--- src/rtl/cameralink_frame_capture.sv ---
// rtl/cameralink_frame_capture.sv - CameraLink frame capture with SOF/EOL tagging, output FIFO and geometry
//
// Purpose:
//   Capture stage on the CameraLink pixel clock. An arm request waits for a
//   clean frame start (FVV low, then rising). Qualified pixels (FVV&LVV&VCE)
//   pass through a one-pixel hold register so the last pixel of each line can
//   be tagged EOL when LVV (or FVV) falls. Tagged pixels are buffered in a
//   small FIFO drained over a valid/ready stream. Line width (first line) and
//   frame height are measured per frame; a full FIFO drops pixels and sets a
//   sticky overflow flag.
//
// Optional feature macro: CAMERALINK_CAPTURE_GEOMETRY_CHECK_EN
//   Adds sticky geom_err, set when any line's pixel count differs from the
//   first line of the same frame; cleared by arm.
//
// Ports:
//   clock, reset                 pixel clock, synchronous active-high reset
//   FVV, LVV, VCE                frame valid, line valid, pixel enable
//   red, green, blue             pixel components
//   arm                          request capture of the next full frame
//   cam_enable, busy             high while armed or capturing
//   out_valid/out_ready          output stream handshake
//   out_data, out_sof, out_eol   {blue,green,red} and markers of the FIFO head
//   line_width, frame_height     geometry of the last captured frame
//   done                         one-cycle pulse at frame completion
//   overflow                     sticky, a pixel was dropped on a full FIFO
//   geom_err                     (macro only) sticky line-width mismatch

module cameralink_frame_capture #(
  parameter int FIFO_DEPTH = 16,
  parameter int COUNT_W    = 16
) (
  input  logic               clock,
  input  logic               reset,
  input  logic               FVV,
  input  logic               LVV,
  input  logic               VCE,
  input  logic [7:0]         red,
  input  logic [7:0]         green,
  input  logic [7:0]         blue,
  input  logic               arm,
  output logic               cam_enable,
  output logic               busy,
  output logic               out_valid,
  input  logic               out_ready,
  output logic [23:0]        out_data,
  output logic               out_sof,
  output logic               out_eol,
  output logic [COUNT_W-1:0] line_width,
  output logic [COUNT_W-1:0] frame_height,
  output logic               done,
  output logic               overflow
`ifdef CAMERALINK_CAPTURE_GEOMETRY_CHECK_EN
  ,
  output logic               geom_err
`endif
);

  localparam int AW = $clog2(FIFO_DEPTH);
  localparam logic [AW:0] DEPTH_C = (AW+1)'(FIFO_DEPTH);
  localparam logic [COUNT_W-1:0] CNT_MAX = '1;

  localparam logic [1:0] S_IDLE    = 2'd0;
  localparam logic [1:0] S_ARMED   = 2'd1;
  localparam logic [1:0] S_SYNC    = 2'd2;
  localparam logic [1:0] S_CAPTURE = 2'd3;

  logic [1:0]         state_q, state_d;
  logic               prev_lvv_q;
  logic               hold_full_q, hold_full_d;
  logic [23:0]        hold_data_q, hold_data_d;
  logic               hold_sof_q, hold_sof_d;
  logic               sof_pend_q, sof_pend_d;
  logic [COUNT_W-1:0] pix_cnt_q, pix_cnt_d;
  logic [COUNT_W-1:0] line_cnt_q, line_cnt_d;
  logic [COUNT_W-1:0] first_w_q, first_w_d;
  logic [COUNT_W-1:0] line_width_q, line_width_d;
  logic [COUNT_W-1:0] frame_height_q, frame_height_d;
  logic               done_q;
  logic               overflow_q, overflow_d;

  logic [25:0]        fifo_mem [FIFO_DEPTH];
  logic [AW-1:0]      wr_ptr_q, rd_ptr_q;
  logic [AW:0]        count_q;
  logic [25:0]        head;

  logic arm_accept;
  logic in_cap;
  logic pix_qual;
  logic line_end;
  logic line_closed;
  logic frame_end;
  logic push_req;
  logic push_ok;
  logic pop;
  logic drop;
  logic [25:0] push_entry;

  // SYNC with FVV high is the first capture cycle, so it qualifies pixels too.
  assign arm_accept  = (state_q == S_IDLE) & arm;
  assign in_cap      = (state_q == S_CAPTURE) | ((state_q == S_SYNC) & FVV);
  assign pix_qual    = in_cap & FVV & LVV & VCE;
  // FVV low in CAPTURE also closes a truncated line; it never coincides with
  // a qualified pixel because both require opposite levels of LVV or FVV.
  assign line_end    = (state_q == S_CAPTURE) & ((prev_lvv_q & ~LVV) | ~FVV);
  assign line_closed = line_end & (pix_cnt_q != '0);
  assign frame_end   = (state_q == S_CAPTURE) & ~FVV;

  assign push_req   = hold_full_q & (pix_qual | line_end);
  assign push_entry = {hold_sof_q, line_end, hold_data_q};

  assign out_valid = (count_q != '0);
  assign pop       = out_valid & out_ready;
  assign push_ok   = push_req & ((count_q != DEPTH_C) | pop);
  assign drop      = push_req & ~push_ok;

  assign head     = fifo_mem[rd_ptr_q];
  assign out_data = out_valid ? head[23:0] : 24'd0;
  assign out_eol  = out_valid & head[24];
  assign out_sof  = out_valid & head[25];

  assign cam_enable   = (state_q != S_IDLE);
  assign busy         = cam_enable;
  assign line_width   = line_width_q;
  assign frame_height = frame_height_q;
  assign done         = done_q;
  assign overflow     = overflow_q;

  always_comb begin
    state_d = state_q;
    case (state_q)
      S_IDLE:    if (arm)  state_d = S_ARMED;
      S_ARMED:   if (!FVV) state_d = S_SYNC;
      S_SYNC:    if (FVV)  state_d = S_CAPTURE;
      S_CAPTURE: if (!FVV) state_d = S_IDLE;
      default:             state_d = S_IDLE;
    endcase
  end

  always_comb begin
    hold_full_d    = hold_full_q;
    hold_data_d    = hold_data_q;
    hold_sof_d     = hold_sof_q;
    sof_pend_d     = sof_pend_q;
    pix_cnt_d      = pix_cnt_q;
    line_cnt_d     = line_cnt_q;
    first_w_d      = first_w_q;
    line_width_d   = line_width_q;
    frame_height_d = frame_height_q;
    overflow_d     = overflow_q | drop;

    if (arm_accept) begin
      hold_full_d = 1'b0;
      sof_pend_d  = 1'b1;
      pix_cnt_d   = '0;
      line_cnt_d  = '0;
      first_w_d   = '0;
      overflow_d  = 1'b0;
    end else begin
      if (pix_qual) begin
        hold_full_d = 1'b1;
        hold_data_d = {blue, green, red};
        hold_sof_d  = sof_pend_q;
        sof_pend_d  = 1'b0;
        if (pix_cnt_q != CNT_MAX) pix_cnt_d = pix_cnt_q + 1'b1;
      end else if (line_end) begin
        hold_full_d = 1'b0;
        pix_cnt_d   = '0;
        if (line_closed) begin
          if (line_cnt_q != CNT_MAX) line_cnt_d = line_cnt_q + 1'b1;
          if (line_cnt_q == '0)      first_w_d  = pix_cnt_q;
        end
      end
      // Geometry publishes the frame's totals including the line closed now.
      if (frame_end) begin
        line_width_d   = first_w_d;
        frame_height_d = line_cnt_d;
      end
    end
  end

  always_ff @(posedge clock) begin
    if (reset) begin
      state_q        <= S_IDLE;
      prev_lvv_q     <= 1'b0;
      hold_full_q    <= 1'b0;
      hold_data_q    <= '0;
      hold_sof_q     <= 1'b0;
      sof_pend_q     <= 1'b0;
      pix_cnt_q      <= '0;
      line_cnt_q     <= '0;
      first_w_q      <= '0;
      line_width_q   <= '0;
      frame_height_q <= '0;
      done_q         <= 1'b0;
      overflow_q     <= 1'b0;
    end else begin
      state_q        <= state_d;
      prev_lvv_q     <= LVV;
      hold_full_q    <= hold_full_d;
      hold_data_q    <= hold_data_d;
      hold_sof_q     <= hold_sof_d;
      sof_pend_q     <= sof_pend_d;
      pix_cnt_q      <= pix_cnt_d;
      line_cnt_q     <= line_cnt_d;
      first_w_q      <= first_w_d;
      line_width_q   <= line_width_d;
      frame_height_q <= frame_height_d;
      done_q         <= frame_end;
      overflow_q     <= overflow_d;
    end
  end

  // Storage needs no reset: the head is masked to zero whenever empty.
  always_ff @(posedge clock) begin
    if (push_ok) fifo_mem[wr_ptr_q] <= push_entry;
  end

  always_ff @(posedge clock) begin
    if (reset) begin
      wr_ptr_q <= '0;
      rd_ptr_q <= '0;
      count_q  <= '0;
    end else begin
      if (push_ok) wr_ptr_q <= wr_ptr_q + 1'b1;
      if (pop)     rd_ptr_q <= rd_ptr_q + 1'b1;
      case ({push_ok, pop})
        2'b10:   count_q <= count_q + 1'b1;
        2'b01:   count_q <= count_q - 1'b1;
        default: count_q <= count_q;
      endcase
    end
  end

`ifdef CAMERALINK_CAPTURE_GEOMETRY_CHECK_EN
  logic geom_err_q;

  always_ff @(posedge clock) begin
    if (reset) begin
      geom_err_q <= 1'b0;
    end else if (arm_accept) begin
      geom_err_q <= 1'b0;
    end else if (line_closed && (line_cnt_q != '0) && (pix_cnt_q != first_w_q)) begin
      geom_err_q <= 1'b1;
    end
  end

  assign geom_err = geom_err_q;
`endif

endmodule

--- config.mk ---
export PLATFORM = sky130hd
export DESIGN_NAME = cameralink_frame_capture
export DESIGN_NICKNAME = d
export VERILOG_FILES = /design/src/rtl/cameralink_frame_capture.sv
export SDC_FILE = /design/constraint.sdc
export NUM_CORES = 1
export LEC_CHECK = 0
export BUFFER_PORTS_ARGS = -buffer_cell sky130_fd_sc_hd__buf_2
export CORE_MARGIN = 2
export CORE_UTILIZATION = 55
export CTS_CLUSTER_SIZE = 12
export DETAILED_ROUTE_END_ITERATION = 7
export PLACE_DENSITY_LB_ADDON = 0.05
export SYNTH_ARGS = -nofsm -noshare
export SYNTH_HDL_FRONTEND = slang
export SYNTH_SLANG_ARGS = --single-unit
--- constraint.sdc ---
create_clock -name clock -period 9.7 [get_ports clock]
set_input_delay 1.94 -clock clock [delete_from_list [all_inputs] [get_ports clock]]
set_output_delay 1.94 -clock clock [all_outputs]
set_load 0.01 [all_outputs]
**After elaboration in Yosys (flattened, before gate mapping)**

Memory sizes are Yosys's and may differ from the RTL's. A register that Yosys moved wholly into a read port is not among the register bits.
Index checks and enable logic that the tools add are counted.

- Multiplexer cells: 26
- Add/sub/neg operators: 6
- Reductions and logical operators: 13
- Equal/unequal tests: 13
- Bitwise logic cells: 24

Operator list:

| kind | number |
|---|---|
| two-way mux 16 bit | 11 |
| adder 16 x 1 -> 16 bit (second input constant) | 2 |
| inequality test 16 bit (second input constant) | 2 |
| two-way mux 24 bit | 1 |
| zero test 16 bit | 1 |
| nonzero test 16 bit | 1 |
| AND 1 bit | 15 |
| one-hot mux 5 bit (2 select lines) | 1 |
| adder 4 x 1 -> 4 bit (second input constant) | 2 |
| two-way mux 2 bit | 4 |
| two-way mux 4 bit | 2 |
| inequality test 2 bit (second input constant) | 4 |
| one-hot mux 2 bit (4 select lines) | 1 |
| nonzero test 2 bit | 4 |
| == test 2 bit (second input constant) | 3 |
| two-way mux 1 bit | 6 |
| AND reduction 2 bit | 3 |
| adder 5 x 1 -> 5 bit (second input constant) | 1 |
| inequality test 5 bit (second input constant) | 1 |
| OR 1 bit | 5 |
| nonzero test 5 bit | 1 |
| subtractor 5 x 1 -> 5 bit (second input constant) | 1 |
| == test 2 x 1 -> 1 bit (second input constant) | 2 |
| NOT 1 bit | 4 |
| other kinds (4) | 4 |

- Memories: 1
- Output and inout bits: 63
- Input bits: 31
- Logic and storage cells: 99
- RAM bits: 416
- Register bits after elaboration: 125

Memory list:

| name | depth | width | read ports | clocked after Yosys merged registers in | wr ports | RTL line | RTL |
|---|---|---|---|---|---|---|---|
| fifo_mem | 16 | 26 | 1 | 1 | 1 | 82 | `logic [25:0] fifo_mem [FIFO_DEPTH];` |

**Longest topological paths before layout**

Gate-level depths: netlist (run 1).

- Word-level depth: 12
- Mapped depth: 12

**Worst setup path after synthesis (run 1)**

OpenSTA, ideal clock, no wires.

- Path type: input -> register
- Start point: input LVV
- End point: memory fifo_mem[0][0] (enable)
- Path slack: 4.730 ns
- Path buffers: 0
- Data arrival time: 4.529 ns
- Required time: 9.258 ns
- Stages: 5
- Cell sequence: nor2b_1 -> o21ai_1 -> a21oi_1 -> nand2_1 -> nor3_1

- Cells in the longest elaborated chain, start to end: 9

Ends and longest elaborated chain:

| item | RTL line | RTL |
|---|---|---|
| from (decl) | 36 | `input logic LVV,` |
| NOT 1 bit | 105 | `assign line_end = (state_q == S_CAPTURE) & ((prev_lvv_q & ~LVV) \| ~FVV);` |
| AND 1 bit | 105 |  |
| OR 1 bit | 105 |  |
| AND 1 bit | 105 |  |
| OR 1 bit * | 109 | `assign push_req = hold_full_q & (pix_qual \| line_end);` |
| AND 1 bit * | 109 |  |
| AND 1 bit * | 114 | `assign push_ok = push_req & ((count_q != DEPTH_C) \| pop);` |
| two-way mux 1 bit * | 216 | `if (push_ok) fifo_mem[wr_ptr_q] <= push_entry;` |
| two-way mux 1 bit (not written as such) * | 216 |  |
| to (decl) | 82 |  |

Every way passes the cells marked *; elsewhere a longest branch is shown, timed or not.

==> results of run 1 <==
[critical path, cell delays in order, from the launching register on]
cell	delay, ns
dfxtp_4	0.91
buf_4	0.76
mux4_2	0.41
mux4_2	0.45
and2_1	0.22
buf_2	0.16
[kinds of logic (layout without fill, tap and decap cells)]
logic type	Yosys count	after routing	synth area share [%]
multiplexers	155	155	14.84
AO/OA/AOI/OAI	133	133	4.180
buffers and inverters	92	238	1.891
AND/OR/NAND/NOR	311	311	7.268
adder cells (fa/ha/maj)	15	15	0.8757
flip-flops	545	545	70.33
XOR/XNOR	15	15	0.6129
[cell usage in the layout, fill, tap and decap left out, types with 12 or more instances in the layout]
master,synthesis,layout
nor4_1,20,20
buf_2,16,92
nand3_1,14,14
o21ai_0,18,18
or3_1,14,14
edfxtp_1,416,416
clkbuf_1,46,22
ha_1,15,15
mux2i_1,23,23
a211oi_1,19,19
clkbuf_16,0,57
nor2_4,0,12
and2_1,30,30
a21oi_1,51,49
mux4_2,130,130
nand2_1,72,71
nor3_1,18,14
nor2_1,94,82
dfxtp_1,129,125
buf_4,2,27
inv_1,15,15
[flip-flops by register name, summed over array words and instances (netlist names), named ones only]
| signal | cells |
|---|---|
| rd_ptr_q | 4 |
| count_q | 5 |
| wr_ptr_q | 4 |
| fifo_mem | 416 |
| pix_cnt_q | 16 |
| hold_sof_q | 1 |
| overflow | 1 |
| hold_data_q | 24 |
| frame_height | 16 |
| state_q | 2 |
| hold_full_q | 1 |
| sof_pend_q | 1 |
| done | 1 |
| line_cnt_q | 16 |
| first_w_q | 16 |
| prev_lvv_q | 1 |
| line_width | 16 |
[routing by layer]
layer	wire, µm	GRT usage (%)
met5	0	0
met4	1039	7.248
met3	2255	3.369
met2	23480	39.79
met1	19910	32.32
[power by group]
part | switching, W | internal (W)
registers | 0.0000776 | 0.00253
clock network | 0.000853 | 0.00116
logic | 0.000555 | 0.000427
total | 0.00149 | 0.00412
[final cells by class]
type	instances	share of cell area (%)
multi-input combinational	629	25.10
sequential	545	62.19
inverter	17	0.2734
clock inverter	18	0.5881
tap	518	2.672
clock buffer	84	6.443
timing repair buffer	119	2.734
[final timing paths]
kind | end | slack (ns) | depth (start not counted)
max | out_data[5] | 4.22 | 5
min | hold_sof_q | 0.46 | 2
max reg2reg | fifo_mem[8][4] | 6.57 | 7
min reg2reg | hold_sof_q | 0.46 | 2
[cell usage after synthesis, types with 2 or more instances]
| master | n |
|---|---|
| nor3_1 | 18 |
| or4_1 | 6 |
| buf_1 | 7 |
| a31oi_1 | 3 |
| or3_1 | 14 |
| and4_1 | 6 |
| nor3b_1 | 2 |
| mux2i_1 | 23 |
| edfxtp_1 | 416 |
| mux4_2 | 130 |
| nor4_1 | 20 |
| and2_1 | 30 |
| inv_1 | 15 |
| o2111ai_1 | 3 |
| o211ai_1 | 4 |
| buf_4 | 2 |
| o21ai_0 | 18 |
| a211oi_1 | 19 |
| nand3_1 | 14 |
| buf_2 | 16 |
| nor2_1 | 94 |
| dfxtp_1 | 129 |
| buf_6 | 4 |
| o21ai_1 | 2 |
| a21oi_1 | 51 |
| nand2_1 | 72 |
| o21a_1 | 2 |
| xnor2_1 | 10 |
| nand3b_1 | 2 |
| clkbuf_1 | 46 |
| o31ai_1 | 8 |
| ha_1 | 15 |
| and3_1 | 6 |
| nor2b_1 | 3 |
| nand2b_1 | 7 |
| mux2_1 | 2 |
| xor2_1 | 5 |
| nand4_1 | 10 |
| a211oi_2 | 10 |
[per-stage QoR]
stage	cell area, µm²	power (W)
2_1_floorplan	21430	0.003312
3_3_place_gp	22550	0.003656
3_5_place_dp	22550	0.003662
4_1_cts	24260	0.005668
5_1_grt	24260	0.005832
6_report	24260	0.005603
==> metrics.txt, run 1 <==
Synth Area per Inst=16.93 µm²; CP Data Required Time=7.76 ns; total congestion overflow=0; number of global-route vias before repair=11610; CTS tree=yes; ratio of total power to cell area=231.0 nW/µm²; Final Max Slew Viols=0; Longest Clk Path Bufs=3; worst setup margin=4.223 ns; core area=38560 µm²; DP HPWL=24750 µm; total CTS buffers=56; RSZ-0062 raised after global routing=no; Routed Antenna Nets=0; num rows=72; Clock transition at path regs=0.06 ns; Worst Path Max Fanout=54; top post-synthesis cells by area=edfxtp_1 58%, mux4_2 14%, dfxtp_1 12%; Syn Inst Count=1266; clock latency on the worst-skew pair=0.61 ns; register area=15080 µm²; Tmin final=5.477 ns; GPL Wtd Cong=0.7953; Peak VDD IR=0.1857 mV; Critical Path Sink Type=primary output; post-CTS sizing=0; Synth async-reset ratio=0%; critical path arrival=3.54 ns; post-synthesis register bit count=545; Worst Skew=0.02985 ns; critical path startpoint category=flop; Max-Cap Viols=0; Multi-input gate area=6088 µm²; status=complete, no violations; chip height=201.4 µm; final std cells w/o fill=1930; DR vias=11510; hold slack=0.4593 ns; final hold vios=0; initial antenna violation count=0; largest area contributor in the netlist=edfxtp_1; hold_sp=sof_pend_q; Synth top area share=58.28%; clock root buffer master=clkbuf_16; Wirelength per Cell=24.19 µm; final setup vio count=0; Worst Hold Class=flop to flop; nets=1414; Die W=201.4 µm; setup TNS=0 ns; fraction of layout cells with a size suffix above 1=25.92%; Initial Utilization=55.59%; # hold bufs at CTS=0; First-pass DRT Iterations=7; Inst Count DP=1828; die footprint=40560 µm²; Slew headroom=26.58%; post-synthesis sequential area ratio=70.33%; Overall Global Routing Usage=23.62%; fillcell total=2900; Post-synth EDFFs=416; Iteration-0 DRC Markers=945; Setup Slack @ Placement=4.759 ns; DRC viols=0; Top FF cell, synth=edfxtp_1; worst slew pin tran=1.099 ns; leakage=6.635 nW; first-pass GRT wire length=71010 µm; Mapped Area=21430 µm²; fmax=182.6 MHz; fin util=62.91%; largest net degree at the start of global routing=63; Netlist cell types=61; period utilisation layout=56.47%; # IOs=94; antenna cell count=0; area grow syn2layout=13.17%; Port Buffers=93; Ys Warns=0; Post-Route WL=46680 µm; CP Class=flop to primary output; Post-CTS Setup Bufs=0; RR Startpoint=state_q[1]; # H-tree levels=2; Syn Nets=1312; clock sink total=545; vias per cell=5.963
Note: power is estimated with default switching activity, not from simulation.
==> run 2: changes to the inputs <==
ABC_AREA = 1   (was default)
clock period = 4.6 ns   (was 9.7 ns; I/O delays follow)
==> metrics.txt, run 2 <==
status=complete, no violations; Post-CTS Setup Bufs=0 (unchanged); post-synthesis register bit count=545 (unchanged); Inst Count DP=2560 (+40%); critical path's slowest cell=dfxtp_4; clock sink total=545 (unchanged); crit-path cells=buf_12 -> o21ai_0 -> o22ai_1 -> nor2_1 -> nor2_1 -> o21ai_1 -> a21oi_1 -> buf_2; total CTS buffers=54 (-3.6%); Most Frequent Cell on Critical Path=nor2_1; Mapped Area=22180 µm² (+3.5%); max reg flops=416 (unchanged); top post-synthesis cells by area=edfxtp_1 56%, dfxtp_1 12%, o21ai_0 5.9%; Net Sw Frac=30.64% (+4.1 points); post-synthesis sequential area ratio=67.97% (-2.4 points); hold slack=0.4541 ns (-0.005256 ns); Critical Path Sink Type=primary output; ratio of total power to cell area=498.0 nW/µm² (+120%); critical path arrival=3.19 ns (-0.35 ns); post-CTS sizing=0 (unchanged); Max-Cap Viols=0 (unchanged); Synth top area share=56.33% (-2.0 points); largest stage delay on the critical path=0.65 ns (-0.26 ns); commonest non-fill, non-tap cell in the layout=edfxtp_1; R2R Setup Slk=1.69 ns (-4.88 ns); largest area contributor in the netlist=edfxtp_1; most frequent cells in the layout=416 x edfxtp_1, 317 x nor2_1, 260 x o21ai_0; Tmin final=4.111 ns; leakage=9.070 nW (+37%); area grow syn2layout=11.88%; most flop-heavy register=fifo_mem; Routed Antenna Nets=0 (unchanged); core area=39730 µm² (+3.0%); Longest Clk Path Bufs=3 (unchanged); DR vias=15650 (+36%); Top FF cell, synth=edfxtp_1; hold_sp=overflow; final std cells w/o fill=2649 (+37%); biggest regs=fifo_mem (416), hold_data_q (24); final hold vios=0 (unchanged); total congestion overflow=0 (unchanged); die footprint=41950 µm² (+3.4%); Slew headroom=25.97% (-0.61 points); chip height=204.8 µm (+1.7%); # IOs=94 (unchanged); Port Buffers=93 (unchanged); setup TNS=0 ns (unchanged); num rows=73 (+1.4%); Post-Route WL=54580 µm (+17%); period utilisation layout=89.36%; CTS tree=yes; largest net degree at the start of global routing=164 (+160%); Iteration-0 DRC Markers=1211 (+28%); Clock transition at path regs=0.06 ns (about the same); Setup Slack @ Placement=1.187 ns (-3.572 ns); number of global-route vias before repair=14920 (+29%); Worst Skew=0.01746 ns (-0.01239 ns); Worst Path Max Fanout=163 (+200%); initial antenna violation count=5 (+5); Syn Nets=2081 (+59%); critical path startpoint category=flop; first-pass GRT wire length=85120 µm (+20%); Synth Area per Inst=10.90 µm² (-36%); fraction of layout cells with a size suffix above 1=10.69% (-15 points); Multi-input gate area=6302 µm² (+3.5%); fmax=243.3 MHz; register area=15080 µm² (about the same); Overall Global Routing Usage=26.54% (+2.9 points); Ys Warns=0 (unchanged); worst slew pin tran=1.108 ns (+0.008897 ns); clock latency on the worst-skew pair=0.59 ns (-0.02 ns); GPL Wtd Cong=0.8503 (+6.9%); nets=2137 (+51%); Final Max Slew Viols=0 (unchanged); CP Class=flop to primary output; sw power=0.003786 W (+150%); Initial Utilization=55.82% (+0.23 points); clock root buffer master=clkbuf_16; Wirelength per Cell=20.61 µm (-15%); Die W=204.8 µm (+1.7%); P_int=0.008571 W (+110%); DP HPWL=31060 µm (+25%); Netlist cell types=36 (-41%); RR Startpoint=state_q[0]; final setup vio count=0 (unchanged); Worst Hold Class=flop to flop; worst setup margin=0.4894 ns (-3.733 ns); DRC viols=0 (unchanged); vias per cell=5.908 (-0.92%); fillcell total=3169 (+9.3%); Clk pwr share=32.9% (-3.1 points); # hold bufs at CTS=0 (unchanged); Post-synth EDFFs=416 (unchanged); Syn Inst Count=2035 (+61%); RSZ-0062 raised after global routing=no; First-pass DRT Iterations=5 (-2); Gate power share=22.7% (+5.2 points); top-count cell post-synth=edfxtp_1; CP Data Required Time=3.68 ns (-4.08 ns); Commonest cells post-synth=416 x edfxtp_1, 333 x nor2_1, 260 x o21ai_0; Synth async-reset ratio=0% (unchanged); Flop pwr share=44.5% (-2.0 points); Peak VDD IR=0.3281 mV (+77%); # H-tree levels=2 (unchanged)
## run 2: cell types whose count changed after synthesis, sizes merged, moves of 56 or more
cell / before / now
o221ai: 0 / 71
nand3: 14 / 138
mux4: 130 / 0
a21oi: 51 / 110
o21ai: 21 / 267
inv: 17 / 114
clkbuf: 46 / 102
nand2: 72 / 202
nor2: 94 / 337
## run 2: per-layer routing
metal / track usage [%] / wire length (µm)
met5: 0 / 34
met4: 8.359 / 1407
met3: 4.295 / 3777
met2: 42.42 / 25500
met1: 37.44 / 23860
## run 2: path summary, 6_finish.rpt
path                 endpoint  cells after the start
max                   out_sof                      8
min                  overflow                      2
max reg2reg  fifo_mem[13][11]                      9
min reg2reg          overflow                      2
## run 2: cell type report
class | count | area share, %
Sequential cell | 545 | 60.78
Multi-Input combinational cell | 1251 | 25.40
Clock buffer | 82 | 6.006
Timing Repair Buffer | 122 | 3.005
Tap cell | 525 | 2.647
Inverter | 117 | 1.790
Clock inverter | 6 | 0.3631
Antenna cell | 1 | 0.01009
## run 2: kinds of logic (layout without fill, tap and decap cells)
kind of cell | Yosys count | count (layout) | synth area share, %
other | 0 | 1 | 0
AO/OA/AOI/OAI | 499 | 499 | 12.84
buffers and inverters | 239 | 327 | 4.180
adder cells (fa/ha/maj) | 15 | 15 | 0.8463
flip-flops | 545 | 545 | 67.97
XOR/XNOR | 12 | 12 | 0.4739
AND/OR/NAND/NOR | 725 | 725 | 13.69
## run 2: stage by stage
| stage | cell area, µm² | power, W | util (%) |
|---|---|---|---|
| 2_1_floorplan | 22180 | 0.007418 | - |
| 3_3_place_gp | 23230 | 0.008338 | 58.47 |
| 3_5_place_dp | 23230 | 0.008382 | 58.47 |
| 4_1_cts | 24810 | 0.01242 | 62.44 |
| 5_1_grt | 24810 | 0.01294 | 62.44 |
| 6_report | 24810 | 0.01236 | 62.45 |
## run 2: power groups by stage
stage                     Combinational, W  Sequential, W  Clock (W)
after floorplan                    0.00189        0.00553          0
after global placement             0.00275        0.00559          0
after detailed placement           0.00279        0.00559          0
after CTS                          0.00280        0.00549    0.00412
after global routing               0.00313        0.00551    0.00430
final                              0.00280        0.00549    0.00406
## run 2: worst max-delay path, delay by kind of cell, from the launching register on
family | cells | cell delay [ns]
AOI/OAI and AO/OA | 4 | 0.83
DFF | 1 | 0.65
and+or+nand+nor | 2 | 0.17
buffers and inverters | 2 | 0.66
==> run 3: changes to the inputs <==
ABC_AREA = default   (was 1)
CORE_MARGIN = 3   (was 2)
==> metrics.txt, run 3 (synthesis gave the netlist of run 1 again) <==
status=complete, no violations; Gate power share=17.1% (-5.6 points); Overall Global Routing Usage=22.23% (-4.3 points); Worst Hold Class=flop to flop; Routed Antenna Nets=0 (unchanged); P_int=0.008843 W (+3.2%); initial antenna violation count=1 (-4); antenna cell count=0 (-1); fraction of layout cells with a size suffix above 1=26.25% (+16 points); crit-path cells=buf_4 -> mux4_2 -> mux4_2 -> and2_1 -> buf_2; Port Buffers=93 (unchanged); num rows=71 (-2.7%); critical path startpoint category=flop; Iteration-0 DRC Markers=705 (-42%); number of global-route vias before repair=11540 (-23%); RSZ-0062 raised after global routing=no; most flop-heavy register=fifo_mem; final setup vio count=0 (unchanged); die footprint=41370 µm² (-1.4%); CP Class=flop to primary output; critical path's slowest cell=dfxtp_4; largest net degree at the start of global routing=55 (-66%); Critical Path Sink Type=primary output; DP HPWL=26910 µm (-13%); ratio of total power to cell area=486.1 nW/µm² (-2.4%); # H-tree levels=2 (unchanged); commonest non-fill, non-tap cell in the layout=edfxtp_1; Wirelength per Cell=23.20 µm (+13%); # IOs=94 (unchanged); chip height=203.4 µm (-0.68%); Net Sw Frac=25.59% (-5.0 points); GPL Wtd Cong=0.8245 (-3.0%); # hold bufs at CTS=0 (unchanged); setup TNS=0 ns (unchanged); Peak VDD IR=0.3535 mV (+7.8%); area grow syn2layout=14.06%; Max-Cap Viols=0 (unchanged); critical path arrival=2.99 ns (-0.20 ns); clock latency on the worst-skew pair=0.59 ns (about the same); final hold vios=0 (unchanged); Initial Utilization=56.37% (+0.55 points); clock sink total=545 (unchanged); Worst Skew=0.01433 ns (-0.003124 ns); max reg flops=416 (unchanged); final std cells w/o fill=1932 (-27%); Slew headroom=28.98% (+3.0 points); Clock transition at path regs=0.06 ns (about the same); fmax=256.0 MHz (+5.2%); Tmin final=3.906 ns (-0.2046 ns); Placed Area=22660 µm² (-2.5%); core area=38020 µm² (-4.3%); Die W=203.4 µm (-0.68%); Longest Clk Path Bufs=3 (unchanged); First-pass DRT Iterations=5 (unchanged); total CTS buffers=56 (+3.7%); largest stage delay on the critical path=0.60 ns (-0.05 ns); leakage=6.710 nW (-26%); Flop pwr share=46.2% (+1.7 points); first-pass GRT wire length=69640 µm (-18%); Inst Count DP=1827 (-29%); nets=1420 (-34%); vias per cell=5.891 (-0.29%); DR vias=11380 (-27%); period utilisation layout=84.91% (-4.4 points); Final Max Slew Viols=0 (unchanged); CTS tree=yes; PnR Total Power=0.01188 W (-3.8%); worst slew pin tran=1.063 ns (-0.04488 ns); cell area after layout=24450 µm² (-1.5%); total congestion overflow=0 (unchanged); most frequent cells in the layout=416 x edfxtp_1, 130 x mux4_2, 125 x dfxtp_1; Post-CTS Setup Bufs=0 (unchanged); biggest regs=fifo_mem (416), hold_data_q (24); DRC viols=0 (unchanged); CP Data Required Time=3.68 ns (about the same); Worst Path Max Fanout=18 (-89%); sw power=0.003042 W (-20%); clock root buffer master=clkbuf_16; Clk pwr share=36.7% (+3.8 points); Post-Route WL=44810 µm (-18%); post-CTS sizing=0 (unchanged); Most Frequent Cell on Critical Path=mux4_2
-- run 3: cell count changes in the layout (fill, tap and decap cells not counted), moves of 15 or more --
cell	delta
inv_1	-93
o22ai_1	-34
a21oi_1	-61
o21ai_0	-242
mux2i_1	+23
nor4_1	+15
nand2_1	-125
o221ai_1	-71
nor2_1	-235
and2_1	+30
nand3_1	-124
mux4_2	+130
a211oi_1	+17
-- run 3: final timing paths --
check	start	endpoint	slack, ns	depth (start not counted)
min reg2reg	sof_pend_q	sof_pend_q	0.46	2
min	sof_pend_q	sof_pend_q	0.46	2
max	flop	out_data[8]	0.69	5
max reg2reg	state_q[1]	fifo_mem[4][3]	1.50	6
-- run 3: worst max-delay path, delay by kind of cell (launching register included) --
family | cells | cell delay (ns)
simple gates | 1 | 0.17
flops | 1 | 0.60
buf+inv | 2 | 0.55
mux | 2 | 1.05
-- run 3: per-layer routing --
layer / track usage, % / wire length (µm) / vias to the layer above
li1: - / - / 5211
met1: 31.72 / 19460 / 5809
met2: 36.79 / 22200 / 290
met3: 3.639 / 2319 / 69
met4: 5.039 / 834 / 2
met5: 0 / 7 / -
-- run 3: area by class of cell --
type                       count  area (µm²)
inverter                      17       66.31
tap                          511       639.4
fill                        2735       13570
timing repair buffer         125       783.3
clock inverter                10       116.4
sequential                   545       15080
multi-input combinational    629        6086
clock buffer                  95        1672
-- run 3: power groups by stage --
stage                     Combinational, W  Clock (W)  Sequential [W]
final                              0.00203    0.00436         0.00549
after global routing               0.00224    0.00466         0.00551
after CTS                          0.00210    0.00445         0.00550
after detailed placement           0.00209          0         0.00560
after global placement             0.00208          0         0.00560
after floorplan                    0.00149          0         0.00549
-- run 3: metrics by stage --
| stage | hold WS (ns) | util (%) | setup slack [ns] |
|---|---|---|---|
| after floorplan | 0.4322 | - | 0.6496 |
| after global placement | 0.4475 | 59.60 | 1.097 |
| after detailed placement | 0.4521 | 59.60 | 1.075 |
| after CTS | 0.4616 | 64.30 | 0.6035 |
| after global routing | 0.4911 | 64.30 | 0.5048 |
| final | 0.4603 | 64.30 | 0.6939 |
